**config.mk**
```make
export PLATFORM = sky130hd
export DESIGN_NAME = gpsdo_discipline_ctrl
export DESIGN_NICKNAME = d
export VERILOG_FILES = /design/src/rtl/gpsdo_discipline_ctrl.sv
export SDC_FILE = /design/constraint.sdc
export NUM_CORES = 1
export LEC_CHECK = 0
export CORE_ASPECT_RATIO = 0.9
export CORE_MARGIN = 8
export CORE_UTILIZATION = 40
export CTS_CLUSTER_DIAMETER = 40
export DETAILED_ROUTE_END_ITERATION = 10
export PLACE_DENSITY = 0.69
export SLEW_MARGIN = 15
export SYNTH_ARGS = -nofsm -noshare
export SYNTH_HDL_FRONTEND = slang
export SYNTH_SLANG_ARGS = --single-unit
```
**constraint.sdc**
```tcl
create_clock -name CLK_Sys -period 3.2 [get_ports CLK_Sys]
set_input_delay 0.64 -clock CLK_Sys [delete_from_list [all_inputs] [get_ports CLK_Sys]]
set_output_delay 0.64 -clock CLK_Sys [all_outputs]
set_load 0.01 [all_outputs]
```
**src/rtl/gpsdo_discipline_ctrl.sv**
```systemverilog
// GPSDO discipline loop: outlier-filtered phase averaging, saturated proportional
// PWM correction, lock detection and a 4-byte status frame to the UART.
module gpsdo_discipline_ctrl #(
  parameter logic [23:0] TARGET    = 24'd50,
  parameter int          AVG_LOG2  = 3,
  parameter int          KP_SHIFT  = 2,
  parameter logic [23:0] OUTLIER   = 24'd1000,
  parameter int          LOCK_TOL  = 4,
  parameter int          LOCK_CNT  = 4,
  parameter logic [15:0] DUTY_INIT = 16'd32768,
  parameter logic [15:0] DUTY_MIN  = 16'd1024,
  parameter logic [15:0] DUTY_MAX  = 16'd64511
) (
  input  logic        CLK_Sys,
  input  logic        CLK_Rst,
  input  logic        GPS_Exist,
  input  logic        phase_valid,
  input  logic [23:0] phase_cnt,
  input  logic        uart_ready,
  output logic        uart_en,
  output logic [7:0]  data,
  output logic [15:0] PWM_Duty,
  output logic [24:0] phase_mean,
  output logic        locked,
  output logic [7:0]  reject_cnt
);

  localparam int SW = 25 + AVG_LOG2;
  localparam int CW = AVG_LOG2 + 1;
  localparam int GW = $clog2(LOCK_CNT + 1);
  localparam logic [CW-1:0] LAST_SAMP = CW'(2**AVG_LOG2 - 1);
  localparam logic [GW-1:0] GOOD_MAX  = GW'(LOCK_CNT);

  typedef enum logic [1:0] {S_HOLD, S_ACCUM, S_UPDATE, S_REPORT} state_t;

  state_t                r_state;
  logic signed [SW-1:0]  r_sum;
  logic [CW-1:0]         r_cnt;
  logic [GW-1:0]         r_good;
  logic [1:0]            r_byte;

  logic signed [24:0]    w_err;
  logic [24:0]           w_err_abs;
  logic                  w_reject;
  logic signed [SW-1:0]  w_sum_next;
  logic signed [24:0]    w_mean;
  logic [24:0]           w_mean_abs;
  logic signed [24:0]    w_corr;
  logic signed [26:0]    w_next;
  logic [15:0]           w_duty;
  logic                  w_good;

  assign w_err      = $signed({1'b0, phase_cnt}) - $signed({1'b0, TARGET});
  assign w_err_abs  = w_err[24] ? 25'(-w_err) : 25'(w_err);
  assign w_reject   = w_err_abs > {1'b0, OUTLIER};
  assign w_sum_next = r_sum + SW'(w_err);
  assign w_mean     = 25'(r_sum >>> AVG_LOG2);
  assign w_mean_abs = w_mean[24] ? 25'(-w_mean) : 25'(w_mean);
  assign w_corr     = w_mean >>> KP_SHIFT;
  assign w_next     = $signed({11'b0, PWM_Duty}) - 27'(w_corr);
  assign w_good     = w_mean_abs <= 25'(LOCK_TOL);

  // Clamp the corrected duty word into the VCXO's usable tuning range.
  always_comb begin
    w_duty = w_next[15:0];
    if (w_next < $signed({11'b0, DUTY_MIN})) begin
      w_duty = DUTY_MIN;
    end else if (w_next > $signed({11'b0, DUTY_MAX})) begin
      w_duty = DUTY_MAX;
    end else begin
      w_duty = w_next[15:0];
    end
  end

  // Discipline FSM; losing GPS overrides every state and abandons any frame.
  always_ff @(posedge CLK_Sys or posedge CLK_Rst) begin
    if (CLK_Rst) begin
      r_state    <= S_HOLD;
      r_sum      <= '0;
      r_cnt      <= '0;
      r_good     <= '0;
      r_byte     <= 2'd0;
      PWM_Duty   <= DUTY_INIT;
      uart_en    <= 1'b0;
      data       <= 8'h00;
      phase_mean <= 25'd0;
      locked     <= 1'b0;
      reject_cnt <= 8'd0;
    end else if (!GPS_Exist) begin
      r_state <= S_HOLD;
      r_sum   <= '0;
      r_cnt   <= '0;
      r_good  <= '0;
      locked  <= 1'b0;
      uart_en <= 1'b0;
    end else begin
      case (r_state)
        S_HOLD: begin
          r_sum   <= '0;
          r_cnt   <= '0;
          r_state <= S_ACCUM;
        end
        S_ACCUM: begin
          if (phase_valid) begin
            if (w_reject) begin
              if (reject_cnt != 8'hFF) reject_cnt <= reject_cnt + 8'd1;
            end else begin
              r_sum <= w_sum_next;
              r_cnt <= r_cnt + CW'(1);
              if (r_cnt == LAST_SAMP) r_state <= S_UPDATE;
            end
          end
        end
        S_UPDATE: begin
          PWM_Duty   <= w_duty;
          phase_mean <= w_mean;
          if (w_good) begin
            if (r_good != GOOD_MAX) r_good <= r_good + GW'(1);
            locked <= (r_good >= GOOD_MAX - GW'(1));
          end else begin
            r_good <= '0;
            locked <= 1'b0;
          end
          r_sum   <= '0;
          r_cnt   <= '0;
          uart_en <= 1'b1;
          data    <= 8'hA5;
          r_byte  <= 2'd0;
          r_state <= S_REPORT;
        end
        S_REPORT: begin
          // uart_en is high for the whole state, so uart_ready alone marks a transfer.
          if (uart_ready) begin
            case (r_byte)
              2'd0:    data <= PWM_Duty[15:8];
              2'd1:    data <= PWM_Duty[7:0];
              2'd2:    data <= phase_mean[7:0];
              default: data <= data;
            endcase
            if (r_byte == 2'd3) begin
              uart_en <= 1'b0;
              r_state <= S_ACCUM;
            end else begin
              r_byte <= r_byte + 2'd1;
            end
          end
        end
        default: r_state <= S_HOLD;
      endcase
    end
  end

endmodule

```
==> metrics.txt, run 1 <==
drt first pass iters=5; relative slew slack=0.433; gr ovfl total=0; crit path DAT=4.01 ns; max incr delay on CP=roughly 0.4 ns; Yosys reg bits=98; EDFF count, synth=0; status=complete, but fails checks; violated checks=setup timing; FFs w/ async S/R, synth=1.00; final hold violation count=0; gr usage total=0.199; area delta synth->final=67.4%; antenna violations before repair=0; Worst Hold Depth=1; Initial Utilization=0.407; GP Congestion=between 0.9 and 1; Mapped Area=roughly 7500 um2; VDD IR max=0.450 mV; most used cell, CP=buf_4; crit path cell chain=buf_8 -> inv_12 -> ha_4 -> nor2b_4 -> o21ai_4 -> buf_4 -> buf_4 -> buf_4 -> nand2_2 -> ha_4 -> and3_1 -> a21o_1 -> o221ai_4 -> o31ai_4 -> a211oi_2 -> o41ai_2 -> a21oi_1 -> xnor2_1 -> or3_1 -> o21ai_1; kind of critical path=in -> reg; die area=between 20000 and 25000 um2; synth warn=0; root buf cell=clkbuf_16; GRT met1 Usage=0.260; largest net degree at the start of global routing=53; I/O pin count=between 80 and 90; hold-critical path endpoint=data[0]; most common cell after layout, fill and taps aside=buf_4; FF-to-FF End=PWM_Duty[3]; CP startpoint kind=primary input; Static Leakage=just under 6 nW; Clock Skews=just over 0.01 ns; Mapped Nets=about 1000; worst hold start=data[0]; Synth Instances=892; mux contribution to synthesized area=0.0272; GR peak layer=met2; port buffer count=87; Worst Setup End Kind=flip-flop; Tcrit/Tclk final=1.17; post-route setup slack=-0.541 ns; reg2reg path depth=13; Post-Synth Simple-Gate Area=0.202; core footprint=approximately 18000 um2; maxcap violations=0; worst endpoint required time=roughly 3.5 ns; Worst Hold Class=reg -> reg; main combinational cell family by area after synthesis=compound AO/OA/AOI/OAI gates; Clock Latency Late Sink=0.36 ns; Vias/cell=5.52; vias in the first global route=approximately 7700; GR Layer Usage met3=0.0280; Slowest-stage cell, CP=o41ai_2; Avg WL per Cell=18.1 um; H-tree depth=3; via count=~8200; sequential share of the synthesized area=0.327; HPWL Detailed=17700 um; clock period minus worst slack=3.74 ns; xor/xnor cell area share of the yosys netlist=0.0584; wirelength, routed=26800 um; crit-path leading delay family=compound AO/OA/AOI/OAI gates; met2 Resource Use GR=0.327; die extent in x=between 150 and 200 um; FF-to-FF Start=PWM_Duty[7]; Cell Pwr Density=between 1000 and 1500 nW/um2; wire length of the first global-routing pass=slightly below 40000 um; Num Clock Sinks=around 100; Row Count=between 40 and 50; CTS tree=built; Synth Flop Type=dfrtp_1; final setup violation count=50; Slew @ Worst Pin=~0.84 ns; Synth Area in Compound Gates=0.240; Netlist cell types=slightly above 80; achievable frequency=approximately 270 MHz; Crit Path Max Fanout=3; ANT cells=0; iteration-0 DRC count of the detailed router=410; Die H=roughly 150 um; unrepaired setup endpoints after global routing=yes; share of cells above drive strength 1=0.398; commonest cells after routing, fill and taps aside=227 x buf_4, 97 x dfrtp_1, 89 x nand2_1; TritonCTS Buffers=9; Mean Syn Cell Area=between 8 and 9 um2; Synth Area in Adders=0.100; nets@finish=around 1300; drt drc=0; R2R setup slack=-0.05 ns; Fin Hold WS=0.478 ns; max-slew violations=0; Final ANT Viol Nets=0; Worst-path clk slew=around 0.07 ns; total power=12.6 mW; Max Root-Sink Buffers=2; WP buf/inv=5
[stage by stage]
step	std cells	setup WS, ns	area [um2]	util	TNS (ns)
after CTS	1456	-0.377	11400	0.618	-7.67
after global routing	1483	-0.620	12500	0.682	-13.87
after floorplan	892	-0.389	7690	-	-1.08
after global placement	1410	-1.11	10400	0.565	-34.27
final	1483	-0.541	12500	0.682	-8.97
after detailed placement	1410	-1.19	10400	0.565	-39.30
[synth_stat cells (7+ instances only)]
library cell | number | area (um2)
a21o_1 | 20 | 150
o21a_1 | 8 | 60.1
a211oi_1 | 7 | 52.6
o31ai_1 | 26 | 195
nor2b_1 | 16 | 100
mux2i_1 | 8 | 80.1
nand3_1 | 15 | 75.1
nor2_1 | 64 | 240
xor2_1 | 19 | 166
ha_1 | 57 | 713
a22oi_1 | 10 | 75.1
mux2_2 | 11 | 124
a21oi_1 | 44 | 220
dfrtp_1 | 97 | 2430
o21ai_0 | 89 | 445
nand4_1 | 12 | 75.1
and3_1 | 8 | 50.1
xnor2_1 | 31 | 272
clkbuf_1 | 21 | 78.8
inv_1 | 55 | 206
nand2_1 | 120 | 450
nor3_1 | 25 | 125
nand2b_1 | 15 | 93.8
[cell type report]
cell class,count,area [um2]
Inverter,55,235
Clock buffer,9,225
Clock inverter,7,58.8
Tap cell,245,307
Multi-Input combinational cell,709,5990
Sequential cell,98,2450
Fill cell,1320,5860
Timing Repair Buffer,360,3280
[sequential cells by signal (all words and copies together), names as in the netlist]
register	cells
PWM_Duty	16
data	8
locked	1
phase_mean	25
r_byte	2
r_cnt	4
r_good	3
r_state	2
r_sum	28
reject_cnt	8
uart_en	1
[power by group]
group          switching (mW)  total (mW)  leakage, nW  internal, mW
Sequential              0.399        2.05         1.31          1.65
Combinational            4.75        9.42         4.39          4.66
Clock                   0.542        1.09        0.139         0.544
[timing repair]
action	in CTS	in global routing
gates resized for setup	99	244
hold buffers	0	0
setup buffers	25	26
setup endpoints to repair	56	62
cloned	5	4
pin swaps	64	101
[cell families after synthesis]
group                    count (synthesis)
flip-flops                              98
XOR/XNOR                                50
multiplexers                            19
buffers and inverters                   85
adder cells (fa/ha/maj)                 59
AO/OA/AOI/OAI                          269
AND/OR/NAND/NOR                        312
[worst max-delay path by stage]
| stage | to | depth (start not counted) | slack (ns) | startpoint |
|---|---|---|---|---|
| floorplan | r_sum[27] | 17 | -0.39 | phase_cnt[2] |
| global route | r_sum[27] | 18 | -0.62 | phase_cnt[2] |
| CTS | r_sum[27] | 20 | -0.38 | phase_cnt[1] |
| detailed placement | r_sum[27] | 19 | -1.19 | phase_cnt[1] |
| global placement | r_sum[27] | 18 | -1.11 | phase_cnt[2] |
| finish | r_sum[27] | 20 | -0.54 | phase_cnt[1] |
[layer usage]
metal / wire length, um / up-vias
met5: 0 / -
met4: 1030 / 0
met3: 1250 / 72
met2: 13000 / 246
met1: 11600 / 3943
li1: - / 3918
No activity file was read; power rests on OpenSTA's default activity.
==> run 2: changes to the inputs <==
--- a/config.mk
+++ b/config.mk
@@ -10,6 +10,7 @@
 export CORE_UTILIZATION = 40
 export CTS_CLUSTER_DIAMETER = 40
 export DETAILED_ROUTE_END_ITERATION = 10
+export HOLD_SLACK_MARGIN = 0.03
 export PLACE_DENSITY = 0.69
 export SLEW_MARGIN = 15
 export SYNTH_ARGS = -nofsm -noshare
==> results of run 2 <==
The final DEF is identical to that of run 1; final timing and power are the same.
==> run 3: changes to the inputs <==
--- a/config.mk
+++ b/config.mk
@@ -5,13 +5,17 @@
 export SDC_FILE = /design/constraint.sdc
 export NUM_CORES = 1
 export LEC_CHECK = 0
+export ABC_CLOCK_PERIOD_IN_PS = 3200
+export CELL_PAD_IN_SITES_DETAIL_PLACEMENT = 1
+export CELL_PAD_IN_SITES_GLOBAL_PLACEMENT = 1
 export CORE_ASPECT_RATIO = 0.9
 export CORE_MARGIN = 8
-export CORE_UTILIZATION = 40
+export CORE_UTILIZATION = 39
+export CTS_BUF_LIST = sky130_fd_sc_hd__clkbuf_4 sky130_fd_sc_hd__clkbuf_8 sky130_fd_sc_hd__clkbuf_16
 export CTS_CLUSTER_DIAMETER = 40
 export DETAILED_ROUTE_END_ITERATION = 10
 export HOLD_SLACK_MARGIN = 0.03
-export PLACE_DENSITY = 0.69
+export PLACE_DENSITY = 0.84
 export SLEW_MARGIN = 15
 export SYNTH_ARGS = -nofsm -noshare
 export SYNTH_HDL_FRONTEND = slang
==> run 3 against run 2 <==
Compared with the run above:
- the run still ends with setup timing left
- via count is 22% higher
- global-route usage is 13 points higher
- critical path depth is 4 lower
- non-clock buffer count increased by 13
- cell count is 1.1% higher
- critical path type unchanged
==> metrics.txt, run 3 (synthesis results as in run 1) <==
Slowest-stage cell, CP=nor3_1; iteration-0 DRC count of the detailed router=between 1000 and 1500; Final Cell Area=between 10000 and 15000 um2; TritonCTS Buffers=9; port buffer count=a little under 90; max incr delay on CP=around 0.70 ns; I/O pin count=roughly 90; Final ANT Viol Nets=0; maxcap violations=0; Fin Hold WS=between 0.4 and 0.5 ns; CP startpoint kind=primary input; total power=roughly 15 mW; Max Root-Sink Buffers=2; Num Clock Sinks=roughly 100; status=complete, but fails checks; GP Congestion=approximately 0.89; nets@finish=approximately 1300; relative slew slack=0.427; Non-Filler Instances=1500; max-slew violations=0; VDD IR max=between 0.5 and 0.6 mV; Clock Latency Late Sink=0.37 ns; antenna violations before repair=2; top flop regs=r_sum (28), phase_mean (25), PWM_Duty (16); Slew @ Worst Pin=approximately 0.85 ns; final setup violation count=60; Avg WL per Cell=33.3 um; gr ovfl total=0; core footprint=19000 um2; Worst Hold Class=reg -> reg; die area=23900 um2; crit path cell chain=buf_12 -> buf_6 -> o311ai_4 -> buf_6 -> nand3_4 -> xnor2_2 -> buf_4 -> buf_4 -> nor3_1 -> a41oi_2 -> a21oi_4 -> buf_12 -> a31oi_4 -> buf_8 -> buf_4 -> o31ai_1; ANT cells=0; Die H=148 um; HPWL Detailed=around 22000 um; drt first pass iters=5; via count=approximately 10000; register with the most flip-flops=r_sum; unrepaired setup endpoints after global routing=yes; wirelength, routed=roughly 50000 um; Tcrit/Tclk final=1.27; die extent in x=162 um; wire length of the first global-routing pass=between 60000 and 70000 um; Cell Pwr Density=between 1000 and 1500 nW/um2; max reg flops=28; vias in the first global route=roughly 10000; root buf cell=clkbuf_16; achievable frequency=245 MHz; most common cell after layout, fill and taps aside=buf_4; post-cts hold buffer count=0; largest net degree at the start of global routing=51; Worst Setup End Kind=flip-flop; clock period minus worst slack=4.08 ns; setup TNS=-35.53 ns; gr usage total=0.333; final hold violation count=0; worst endpoint required time=3.44 ns; most used cell, CP=buf_4; Vias/cell=around 6.7; Crit Path Max Fanout=7; drt drc=0; commonest cells after routing, fill and taps aside=233 x buf_4, 97 x dfrtp_1, 91 x nand2_1; Initial Utilization=0.394; Row Count=between 40 and 50; Clock Skews=between 0.008 and 0.009 ns; crit path DAT=approximately 4.3 ns; Placed Instances=1400; area delta synth->final=72.5%; post-route setup slack=-0.877 ns; violated checks=setup timing; Worst-path clk slew=0.08 ns; fillers=~2000; Static Leakage=~5.9 nW; kind of critical path=in -> reg; share of cells above drive strength 1=0.442; CTS tree=built; H-tree depth=3; Placed Area=around 10000 um2
-- run 3: changes by cell type in the layout (fill, tap and decap cells not counted), sizes merged --
cell / change
dlygate4sd2: +3
clkdlybuf4s50: -1
dlymetal6s2s: -5
inv: -3
clkdlybuf4s15: +1
clkinv: +1
buf: +16
-- run 3: timing repair --
item                                    4_1_cts  5_1_grt
pin swaps                                   118       96
endpoints found under the setup margin       62       62
gates cloned                                  8        0
resized for setup                           260      176
setup buffers                                58       35
-- run 3: path summary, 6_finish.rpt --
check	cells after the start	from	to	slack, ns
max in group asynchronous	3	CLK_Rst	r_state[1]	1.82
hold / removal	2	locked	locked	0.49
setup / recovery	16	phase_cnt[2]	r_sum[25]	-0.88
hold reg to reg	2	locked	locked	0.49
min in group asynchronous	3	CLK_Rst	phase_mean[24]	0.84
setup reg to reg	13	r_sum[16]	PWM_Duty[10]	-0.68
-- run 3: layout make-up --
| cell class | instances | area (um2) | area share |
|---|---|---|---|
| Clock buffer | 10 | 233 | 0.0180 |
| Clock inverter | 5 | 38.8 | 0.00300 |
| Inverter | 55 | 235 | 0.0182 |
| Multi-Input combinational cell | 709 | 6320 | 0.488 |
| Sequential cell | 98 | 2450 | 0.190 |
| Tap cell | 250 | 313 | 0.0242 |
| Timing Repair Buffer | 373 | 3340 | 0.259 |
-- run 3: where the power goes --
part | internal, mW | leakage, nW | total (mW) | switching, mW
sequential | 1.65 | 1.31 | 2.19 | 0.544
clock | 0.540 | 0.133 | 1.11 | 0.566
combinational | 5.20 | 4.46 | 12.1 | 6.86
total | 7.39 | 5.90 | 15.4 | 7.97
-- run 3: routing by layer --
layer / vias up / track usage / routed length [um]
met5: - / 0 / 25
met4: 4 / 0.232 / 4330
met3: 347 / 0.0809 / 5140
met2: 795 / 0.576 / 23500
met1: 4951 / 0.354 / 17000
li1: 3916 / - / -
-- run 3: worst max-delay path: cells and delay by family --
family / cells / cell delay, ns
AO/OA/AOI/OAI: 5 / 1.46
buffers and inverters: 8 / 1.27
XOR/XNOR: 1 / 0.16
AND/OR/NAND/NOR: 2 / 0.79
-- run 3: metrics by stage --
step            util  setup WS [ns]
2_1_floorplan      -         -0.389
3_3_place_gp   0.540          -1.11
3_5_place_dp   0.540          -1.30
4_1_cts        0.632         -0.547
5_1_grt        0.679          -1.08
6_report       0.679         -0.877
